### src/rtl/simd_ins_sequencer_if.sv
// Bus bundle for simd_ins_sequencer: PS handshake, instruction BRAM, BRAM A/B/R and PE control.
// With SEQ_PERF_CNT_EN defined it also carries perf_cycles and perf_stalls.
interface simd_ins_sequencer_if #(
   parameter int ADDR_WIDTH     = 10,
   parameter int INS_ADDR_WIDTH = 11,
   parameter int INS_WIDTH      = 64
);
   logic                      start;
   logic                      stall;
   logic                      busy;
   logic                      done;
   logic                      err;
   logic                      ins_rd_en;
   logic [INS_ADDR_WIDTH-1:0] ins_rd_addr;
   logic [INS_WIDTH-1:0]      ins_rd_data;
   logic                      a_rd_en;
   logic [ADDR_WIDTH-1:0]     a_rd_addr;
   logic                      b_rd_en;
   logic [ADDR_WIDTH-1:0]     b_rd_addr;
   logic [3:0]                pe_op;
   logic                      pe_valid;
   logic                      r_wr_en;
   logic [ADDR_WIDTH-1:0]     r_wr_addr;
`ifdef SEQ_PERF_CNT_EN
   logic [31:0]               perf_cycles;
   logic [31:0]               perf_stalls;

   modport master (
      input  start, stall, ins_rd_data,
      output busy, done, err, ins_rd_en, ins_rd_addr,
      output a_rd_en, a_rd_addr, b_rd_en, b_rd_addr,
      output pe_op, pe_valid, r_wr_en, r_wr_addr,
      output perf_cycles, perf_stalls
   );

   modport slave (
      output start, stall, ins_rd_data,
      input  busy, done, err, ins_rd_en, ins_rd_addr,
      input  a_rd_en, a_rd_addr, b_rd_en, b_rd_addr,
      input  pe_op, pe_valid, r_wr_en, r_wr_addr,
      input  perf_cycles, perf_stalls
   );
`else
   modport master (
      input  start, stall, ins_rd_data,
      output busy, done, err, ins_rd_en, ins_rd_addr,
      output a_rd_en, a_rd_addr, b_rd_en, b_rd_addr,
      output pe_op, pe_valid, r_wr_en, r_wr_addr
   );

   modport slave (
      output start, stall, ins_rd_data,
      input  busy, done, err, ins_rd_en, ins_rd_addr,
      input  a_rd_en, a_rd_addr, b_rd_en, b_rd_addr,
      input  pe_op, pe_valid, r_wr_en, r_wr_addr
   );
`endif
endinterface

### src/rtl/simd_ins_sequencer.sv
// Fetches/decodes 64-bit SIMD instructions, streams A/B row reads and delays R write-back by the PE latency.
// Optional SEQ_PERF_CNT_EN adds busy-cycle and stall-cycle counters.
module simd_ins_sequencer #(
   parameter int ADDR_WIDTH     = 10,
   parameter int INS_ADDR_WIDTH = 11,
   parameter int INS_WIDTH      = 64,
   parameter int LEN_WIDTH      = 12,
   parameter int PE_LATENCY     = 2
) (
   input logic                  clk,
   input logic                  rst,
   simd_ins_sequencer_if.master bus
);
   localparam int unsigned DEPTH   = PE_LATENCY + 1;
   localparam logic [3:0]  OP_NOP  = 4'h0;
   localparam logic [3:0]  OP_HALT = 4'hF;

   typedef enum logic [2:0] {S_IDLE, S_FETCH, S_DECODE, S_EXEC, S_DRAIN, S_DONE} state_t;

   typedef struct packed {
      logic                  v;
      logic [3:0]            op;
      logic [ADDR_WIDTH-1:0] addr;
   } wb_t;

   state_t                    r_state;
   logic [INS_ADDR_WIDTH-1:0] r_pc;
   logic [LEN_WIDTH-1:0]      r_remain;
   logic [3:0]                r_op;
   logic [ADDR_WIDTH-1:0]     r_a_addr;
   logic [ADDR_WIDTH-1:0]     r_b_addr;
   logic [ADDR_WIDTH-1:0]     r_r_addr;
   logic                      r_err;
   wb_t                       r_pipe [DEPTH];

   logic [3:0]                w_op;
   logic [LEN_WIDTH-1:0]      w_len;
   logic [ADDR_WIDTH-1:0]     w_r_base;
   logic [ADDR_WIDTH-1:0]     w_a_base;
   logic [ADDR_WIDTH-1:0]     w_b_base;
   logic                      w_halt;
   logic                      w_nop;
   logic                      w_alu;
   logic                      w_pc_last;
   logic                      w_pipe_busy;

   assign w_op      = bus.ins_rd_data[INS_WIDTH-1 -: 4];
   assign w_len     = bus.ins_rd_data[INS_WIDTH-5 -: LEN_WIDTH];
   assign w_r_base  = bus.ins_rd_data[3*ADDR_WIDTH-1 : 2*ADDR_WIDTH];
   assign w_a_base  = bus.ins_rd_data[2*ADDR_WIDTH-1 : ADDR_WIDTH];
   assign w_b_base  = bus.ins_rd_data[ADDR_WIDTH-1 : 0];
   assign w_halt    = (w_op == OP_HALT);
   assign w_nop     = (w_op == OP_NOP);
   assign w_alu     = (w_op >= 4'h1) && (w_op <= 4'h5);
   assign w_pc_last = (r_pc == '1);

   always_comb begin
      w_pipe_busy = 1'b0;
      for (int unsigned k = 0; k < DEPTH; k++) w_pipe_busy = w_pipe_busy | r_pipe[k].v;
   end

   // The last pc slot ends the program like a HALT instead of wrapping to 0.
   always_ff @(posedge clk or posedge rst) begin
      if (rst) begin
         r_state  <= S_IDLE;
         r_pc     <= '0;
         r_remain <= '0;
         r_op     <= '0;
         r_a_addr <= '0;
         r_b_addr <= '0;
         r_r_addr <= '0;
         r_err    <= 1'b0;
      end else if (!bus.stall) begin
         unique case (r_state)
            S_IDLE, S_DONE: begin
               if (bus.start) begin
                  r_err   <= 1'b0;
                  r_pc    <= '0;
                  r_state <= S_FETCH;
               end
            end
            S_FETCH: r_state <= S_DECODE;
            S_DECODE: begin
               if (w_halt) begin
                  r_state <= S_DRAIN;
               end else if (!w_nop && !w_alu) begin
                  r_err   <= 1'b1;
                  r_state <= S_DRAIN;
               end else if (w_nop || (w_len == '0)) begin
                  if (w_pc_last) r_state <= S_DRAIN;
                  else begin
                     r_pc    <= r_pc + INS_ADDR_WIDTH'(1);
                     r_state <= S_FETCH;
                  end
               end else begin
                  r_op     <= w_op;
                  r_a_addr <= w_a_base;
                  r_b_addr <= w_b_base;
                  r_r_addr <= w_r_base;
                  r_remain <= w_len - LEN_WIDTH'(1);
                  r_state  <= S_EXEC;
               end
            end
            S_EXEC: begin
               if (r_remain == '0) begin
                  if (w_pc_last) r_state <= S_DRAIN;
                  else begin
                     r_pc    <= r_pc + INS_ADDR_WIDTH'(1);
                     r_state <= S_FETCH;
                  end
               end else begin
                  r_remain <= r_remain - LEN_WIDTH'(1);
                  r_a_addr <= r_a_addr + ADDR_WIDTH'(1);
                  r_b_addr <= r_b_addr + ADDR_WIDTH'(1);
                  r_r_addr <= r_r_addr + ADDR_WIDTH'(1);
               end
            end
            S_DRAIN: if (!w_pipe_busy) r_state <= S_DONE;
            default: r_state <= S_IDLE;
         endcase
      end
   end

   // Stage 0 is the PE operand stage; the last stage is the R write-back.
   always_ff @(posedge clk or posedge rst) begin
      if (rst) begin
         for (int unsigned k = 0; k < DEPTH; k++) r_pipe[k] <= '0;
      end else if (!bus.stall) begin
         r_pipe[0] <= '{v: (r_state == S_EXEC), op: r_op, addr: r_r_addr};
         for (int unsigned k = 1; k < DEPTH; k++) r_pipe[k] <= r_pipe[k-1];
      end
   end

   assign bus.busy        = (r_state != S_IDLE) && (r_state != S_DONE);
   assign bus.done        = (r_state == S_DONE);
   assign bus.err         = r_err;
   assign bus.ins_rd_en   = (r_state == S_FETCH) && !bus.stall;
   assign bus.ins_rd_addr = r_pc;
   assign bus.a_rd_en     = (r_state == S_EXEC) && !bus.stall;
   assign bus.a_rd_addr   = r_a_addr;
   assign bus.b_rd_en     = (r_state == S_EXEC) && !bus.stall;
   assign bus.b_rd_addr   = r_b_addr;
   assign bus.pe_op       = r_pipe[0].op;
   assign bus.pe_valid    = r_pipe[0].v && !bus.stall;
   assign bus.r_wr_en     = r_pipe[DEPTH-1].v && !bus.stall;
   assign bus.r_wr_addr   = r_pipe[DEPTH-1].addr;

`ifdef SEQ_PERF_CNT_EN
   logic [31:0] r_perf_cycles;
   logic [31:0] r_perf_stalls;

   always_ff @(posedge clk or posedge rst) begin
      if (rst) begin
         r_perf_cycles <= '0;
         r_perf_stalls <= '0;
      end else if (!bus.stall && bus.start && !bus.busy) begin
         r_perf_cycles <= '0;
         r_perf_stalls <= '0;
      end else begin
         if (bus.busy && (r_perf_cycles != '1)) r_perf_cycles <= r_perf_cycles + 32'd1;
         if (bus.busy && bus.stall && (r_perf_stalls != '1)) r_perf_stalls <= r_perf_stalls + 32'd1;
      end
   end

   assign bus.perf_cycles = r_perf_cycles;
   assign bus.perf_stalls = r_perf_stalls;
`endif
endmodule

### src/flat_wrapper.sv
// flat-port wrapper written by rule: the top's interface ports become plain ports
module simd_ins_sequencer_flat 
#(
   parameter int ADDR_WIDTH     = 10,
   parameter int INS_ADDR_WIDTH = 11,
   parameter int INS_WIDTH      = 64,
   parameter int LEN_WIDTH      = 12,
   parameter int PE_LATENCY     = 2
)
  (clk, rst, bus_start, bus_stall, bus_ins_rd_data, bus_busy, bus_done, bus_err, bus_ins_rd_en, bus_ins_rd_addr, bus_a_rd_en, bus_a_rd_addr, bus_b_rd_en, bus_b_rd_addr, bus_pe_op, bus_pe_valid, bus_r_wr_en, bus_r_wr_addr);
  simd_ins_sequencer_if #(.ADDR_WIDTH(ADDR_WIDTH), .INS_ADDR_WIDTH(INS_ADDR_WIDTH), .INS_WIDTH(INS_WIDTH)) bus_i ();
  input logic clk;
  input logic rst;
  input wire logic [$bits(bus_i.start)-1:0] bus_start;
  input wire logic [$bits(bus_i.stall)-1:0] bus_stall;
  input wire logic [$bits(bus_i.ins_rd_data)-1:0] bus_ins_rd_data;
  output wire logic [$bits(bus_i.busy)-1:0] bus_busy;
  output wire logic [$bits(bus_i.done)-1:0] bus_done;
  output wire logic [$bits(bus_i.err)-1:0] bus_err;
  output wire logic [$bits(bus_i.ins_rd_en)-1:0] bus_ins_rd_en;
  output wire logic [$bits(bus_i.ins_rd_addr)-1:0] bus_ins_rd_addr;
  output wire logic [$bits(bus_i.a_rd_en)-1:0] bus_a_rd_en;
  output wire logic [$bits(bus_i.a_rd_addr)-1:0] bus_a_rd_addr;
  output wire logic [$bits(bus_i.b_rd_en)-1:0] bus_b_rd_en;
  output wire logic [$bits(bus_i.b_rd_addr)-1:0] bus_b_rd_addr;
  output wire logic [$bits(bus_i.pe_op)-1:0] bus_pe_op;
  output wire logic [$bits(bus_i.pe_valid)-1:0] bus_pe_valid;
  output wire logic [$bits(bus_i.r_wr_en)-1:0] bus_r_wr_en;
  output wire logic [$bits(bus_i.r_wr_addr)-1:0] bus_r_wr_addr;
  assign bus_i.start = bus_start;
  assign bus_i.stall = bus_stall;
  assign bus_i.ins_rd_data = bus_ins_rd_data;
  assign bus_busy = bus_i.busy;
  assign bus_done = bus_i.done;
  assign bus_err = bus_i.err;
  assign bus_ins_rd_en = bus_i.ins_rd_en;
  assign bus_ins_rd_addr = bus_i.ins_rd_addr;
  assign bus_a_rd_en = bus_i.a_rd_en;
  assign bus_a_rd_addr = bus_i.a_rd_addr;
  assign bus_b_rd_en = bus_i.b_rd_en;
  assign bus_b_rd_addr = bus_i.b_rd_addr;
  assign bus_pe_op = bus_i.pe_op;
  assign bus_pe_valid = bus_i.pe_valid;
  assign bus_r_wr_en = bus_i.r_wr_en;
  assign bus_r_wr_addr = bus_i.r_wr_addr;
  simd_ins_sequencer #(.ADDR_WIDTH(ADDR_WIDTH), .INS_ADDR_WIDTH(INS_ADDR_WIDTH), .INS_WIDTH(INS_WIDTH), .LEN_WIDTH(LEN_WIDTH), .PE_LATENCY(PE_LATENCY)) u_core (.clk(clk), .rst(rst), .bus(bus_i));
endmodule
### config.mk
export PLATFORM = sky130hd
export DESIGN_NAME = simd_ins_sequencer_flat
export DESIGN_NICKNAME = d
export VERILOG_FILES = /design/src/rtl/simd_ins_sequencer_if.sv /design/src/rtl/simd_ins_sequencer.sv /design/src/flat_wrapper.sv
export SDC_FILE = /design/constraint.sdc
export NUM_CORES = 1
export LEC_CHECK = 0
export ABC_AREA = 1
export ABC_CLOCK_PERIOD_IN_PS = 8700
export CAP_MARGIN = 40
export CORE_ASPECT_RATIO = 1.2
export CORE_MARGIN = 3
export CORE_UTILIZATION = 35
export CTS_CLUSTER_SIZE = 25
export DETAILED_ROUTE_END_ITERATION = 8
export PLACE_DENSITY_LB_ADDON = 0.1
export SLEW_MARGIN = 20
export SYNTH_ARGS = -nofsm -noshare
export SYNTH_HDL_FRONTEND = slang
export SYNTH_SLANG_ARGS = --single-unit
### constraint.sdc
create_clock -name clk -period 8.7 [get_ports clk]
set_clock_uncertainty 0.2 [all_clocks]
set_input_delay 1.305 -clock clk [delete_from_list [all_inputs] [get_ports clk]]
set_output_delay 1.305 -clock clk [all_outputs]
set_load 0.01 [all_outputs]
==> impl_summary.md <==
Setup path
The number of cells on the worst reg-to-reg path is 6. The endpoint type of the worst setup path is an output pin. The family with the most delay on the worst path is simple AND/OR/NAND/NOR gates. The maximum fanout encountered on the critical timing path is 51.

Counting buffers and inverters, the worst setup path is 3 cells deep. The classification of the worst setup path is reg -> out. The delay of the slowest cell on the worst path is 0.66 ns. The critical path data arrival time is 2.64 ns. At the worst endpoint, the required time is 7.19 ns. The number of buffer and inverter stages on the critical path is 1. The slowest stage of the critical path is the sky130_fd_sc_hd__dfrtp_1 cell. The critical path goes through nand3_4 > nor2_1 > clkdlybuf4s50_1. STA classifies the critical path startpoint as a flop.

Cells and area
The share of final-layout standard cells stronger than drive strength 1 is 0.0586. The antenna diode instance count is 0. Leaving out fill and tap cells, the most frequent cell in the layout is sky130_fd_sc_hd__nand2_1. The final layout contains 956 nets.

Leaving out fill and tap cells, the most frequent cells in the layout are sky130_fd_sc_hd__nand2_1 (295), sky130_fd_sc_hd__clkdlybuf4s50_1 (101), sky130_fd_sc_hd__dfrtp_1 (98). Relative to the synthesized area, the layout overhead comes to 24.3%.

Die
The starting density of the core is 0.362. The core area is 15900 sq um. The height of the chip is 147 um.

During I/O placement, the number of pins put on the boundary was 121. The die width is 123 um. The die covers 18000 sq um. The number of cell rows is 50.

STA
The final clock period utilization by the worst path is 0.477. Static timing analysis puts the maximum clock frequency at 241 MHz. The total setup violations reported at the end of the flow is 0. Setup total negative slack on the finished layout was measured at 0 ns.

Setup repair after global routing left no endpoint under its margin. The smallest clock period supported by the final layout is computed as 4.15 ns. The final-report max-slew violation count is 0.

The count of final hold-check violations is 0. Setup slack on the critical path of the routed design comes to 4.55 ns. The remaining max-slew budget at the tightest pin is 0.455. The transition time at the pin with the least slew margin is 0.815 ns.

Logic synthesis
The synthesized net count is 884. The post-synthesis cell area is 5760 sq um. The number of different library cells used by synthesis comes to 30. After technology mapping, the gate count stands at 811. Of the total synthesized cell area, the portion taken by AND, OR, NAND and NOR gates is 0.350. The number of register bits inferred by synthesis is 98.

The portion of synthesized area spent on multiplexers is 0. A synthesized cell averages 7.10 sq um. After synthesis, the largest family of logic cells by area is simple AND/OR/NAND/NOR gates. The share of the Yosys chip area taken by registers is 0.426. Of the total synthesized cell area, the portion taken by full adders, half adders and majority gates is 0.0109.

Of the total synthesized cell area, the portion taken by XOR and XNOR cells is 0.0167. The area fraction in compound gates after synthesis is 0.0897. The total number of yosys warnings is 0.

Placement
After legalization and detailed placement, the total HPWL measured 9860 um. The congestion estimate from routability-driven global placement came to 0.817. The count of buffers added on input and output ports is 102.

Timing analysis after detailed placement gives a worst setup slack of 4.41 ns.

Clock network
The post-CTS setup buffer count is 0. In this run the deepest clock path goes through 2 buffers. TritonCTS built the clock tree. The number of hold buffers added after cts is 0. The clock slew seen by the registers of the worst setup and hold paths is 0.07 ns. At the later pin of the worst-skew pair, clock insertion delay measures 0.35 ns.

The total number of clock tree sinks is 98. Gates resized during post-CTS repair numbered 0. In this run the number of H-tree levels came out at 3. The number of buffers added by the clock tree synthesis step is 9. Clock tree synthesis selected as its root buffer the cell sky130_fd_sc_hd__clkbuf_16.

Detailed routing
The number of design rule violations left after detail routing is 0. The vias per cell is 4.72. The detailed-route wire length per cell is 12.5 um.

The aggregate routed wire length is 13700 um. The first-pass iteration count of the detailed router is 4. After the first detailed-routing iteration, the DRC count stood at 321.

The detailed router placed 5168 vias in this run. Once detail routing completed, the nets flagged for antenna violations numbered 0.

Worst hold path
The path class of the tightest hold or removal check is reg -> reg. Counting instances, the worst hold path has a depth of 2.

Power and ir drop
The total power per unit cell area is 287 nW/um^2. Summed over all cells, the static leakage comes to 3.41 nW. Across the VDD grid, the largest voltage drop is 0.000135 V.

GRT
Entering global routing, the biggest net connects 70 pins. The number of antenna violations at the first check in global routing came to 0. In the global route stage, overall resource usage came out at 0.158. The total grt overflow is 0. The via count of the first global-routing pass was 4860.

The first global-routing pass estimated 23300 um of wire.

Status
The flow ran to the end, and the final reports show no timing, DRC or antenna violations.

Flow run
The reported max-cap violation count is 0.
==> synth_stat cells (all sizes together) <==
| library cell | instances | area, sq um |
|---|---|---|
| o21ai | 89 | 457 |
| or2 | 3 | 18.8 |
| nand3 | 71 | 385 |
| o21bai | 3 | 22.5 |
| nand3b | 10 | 75.1 |
| inv | 86 | 325 |
| ha | 5 | 62.6 |
| nand2 | 302 | 1160 |
| clkbuf | 11 | 41.3 |
| a21boi | 1 | 7.51 |
| nor2 | 62 | 278 |
| dfrtp | 98 | 2450 |
| nand4 | 10 | 62.6 |
| a21oi | 6 | 30.0 |
| xor2 | 7 | 61.3 |
| buf | 35 | 249 |
| xnor2 | 4 | 35.0 |
| nor3 | 8 | 40.0 |
==> final cells by class <==
class                      count  area [sq um]
clock buffer                   9           225
clock inverter                 7           105
fill                        1649          8730
inverter                      86           328
multi-input combinational    581          2690
sequential                    98          2450
tap                          208           260
timing repair buffer         107          1100
==> power by group <==
group,leakage [nW],switching [W],internal (W)
Clock,0.164,0.000188,0.000258
Combinational,2.00,0.000486,0.000348
Sequential,1.24,0.000151,0.000625
==> cells by family (layout without fill, tap and decap cells) <==
kind of cell,Yosys count,in the layout
adders and majority gates,5,5
buffers and inverters,132,209
AOI/OAI and AO/OA,99,99
DFF,98,98
xor gates and xnor gates,11,11
and+or+nand+nor,466,466
==> per-layer routing <==
layer	track usage	part of all wire
met1	0.209	0.46
met2	0.257	0.48
met3	0.0314	0.042
met4	0.0537	0.017
met5	0	0
==> worst reg2reg max path: stages, from the launching register on <==
cell and delay, ns:
sky130_fd_sc_hd__dfrtp_1 0.66, sky130_fd_sc_hd__nand3_4 0.59, sky130_fd_sc_hd__o21ai_2 0.38, sky130_fd_sc_hd__nor2_4 0.05, sky130_fd_sc_hd__buf_4 0.32, sky130_fd_sc_hd__inv_2 0.41
sky130_fd_sc_hd__o21ai_0 0.14
==> sequential cells by signal, indices dropped and copies added (netlist names) <==
register and cells:
u_core.r_pipe 23, u_core.bus.a_rd_addr 10, u_core.r_remain 12, u_core.bus.b_rd_addr 10, u_core.bus.r_wr_addr 10, u_core.bus.pe_op 4
u_core.r_state 3, u_core.bus.err 1, u_core.r_op 4, u_core.r_r_addr 10, u_core.bus.ins_rd_addr 11
==> worst paths after layout <==
path | startpoint | endpoint | slack, ns
worst max register to register | u_core.r_state[0] | u_core.r_remain[1] | 5.83
min in group asynchronous | rst | u_core.bus.ins_rd_addr[8] | 1.07
worst min-delay path | u_core.bus.pe_op[0] | u_core.bus.pe_op[0] | 0.28
worst max-delay path | u_core.r_state[0] | bus_a_rd_en | 4.55
max in group asynchronous | rst | u_core.r_remain[8] | 6.22
worst min register to register | u_core.bus.pe_op[0] | u_core.bus.pe_op[0] | 0.28
==> through the flow <==
stage	util	area (sq um)	cells	total power, W	hold WS, ns
after floorplan	-	5760	811	0.00134	0.249
after global placement	0.426	6760	1077	0.00160	0.261
after detailed placement	0.429	6810	1079	0.00162	0.270
after CTS	0.449	7140	1095	0.00208	0.286
after global routing	0.451	7160	1096	0.00224	0.307
final	0.451	7160	1096	0.00206	0.279
Note: power is estimated with default switching activity, not from simulation.
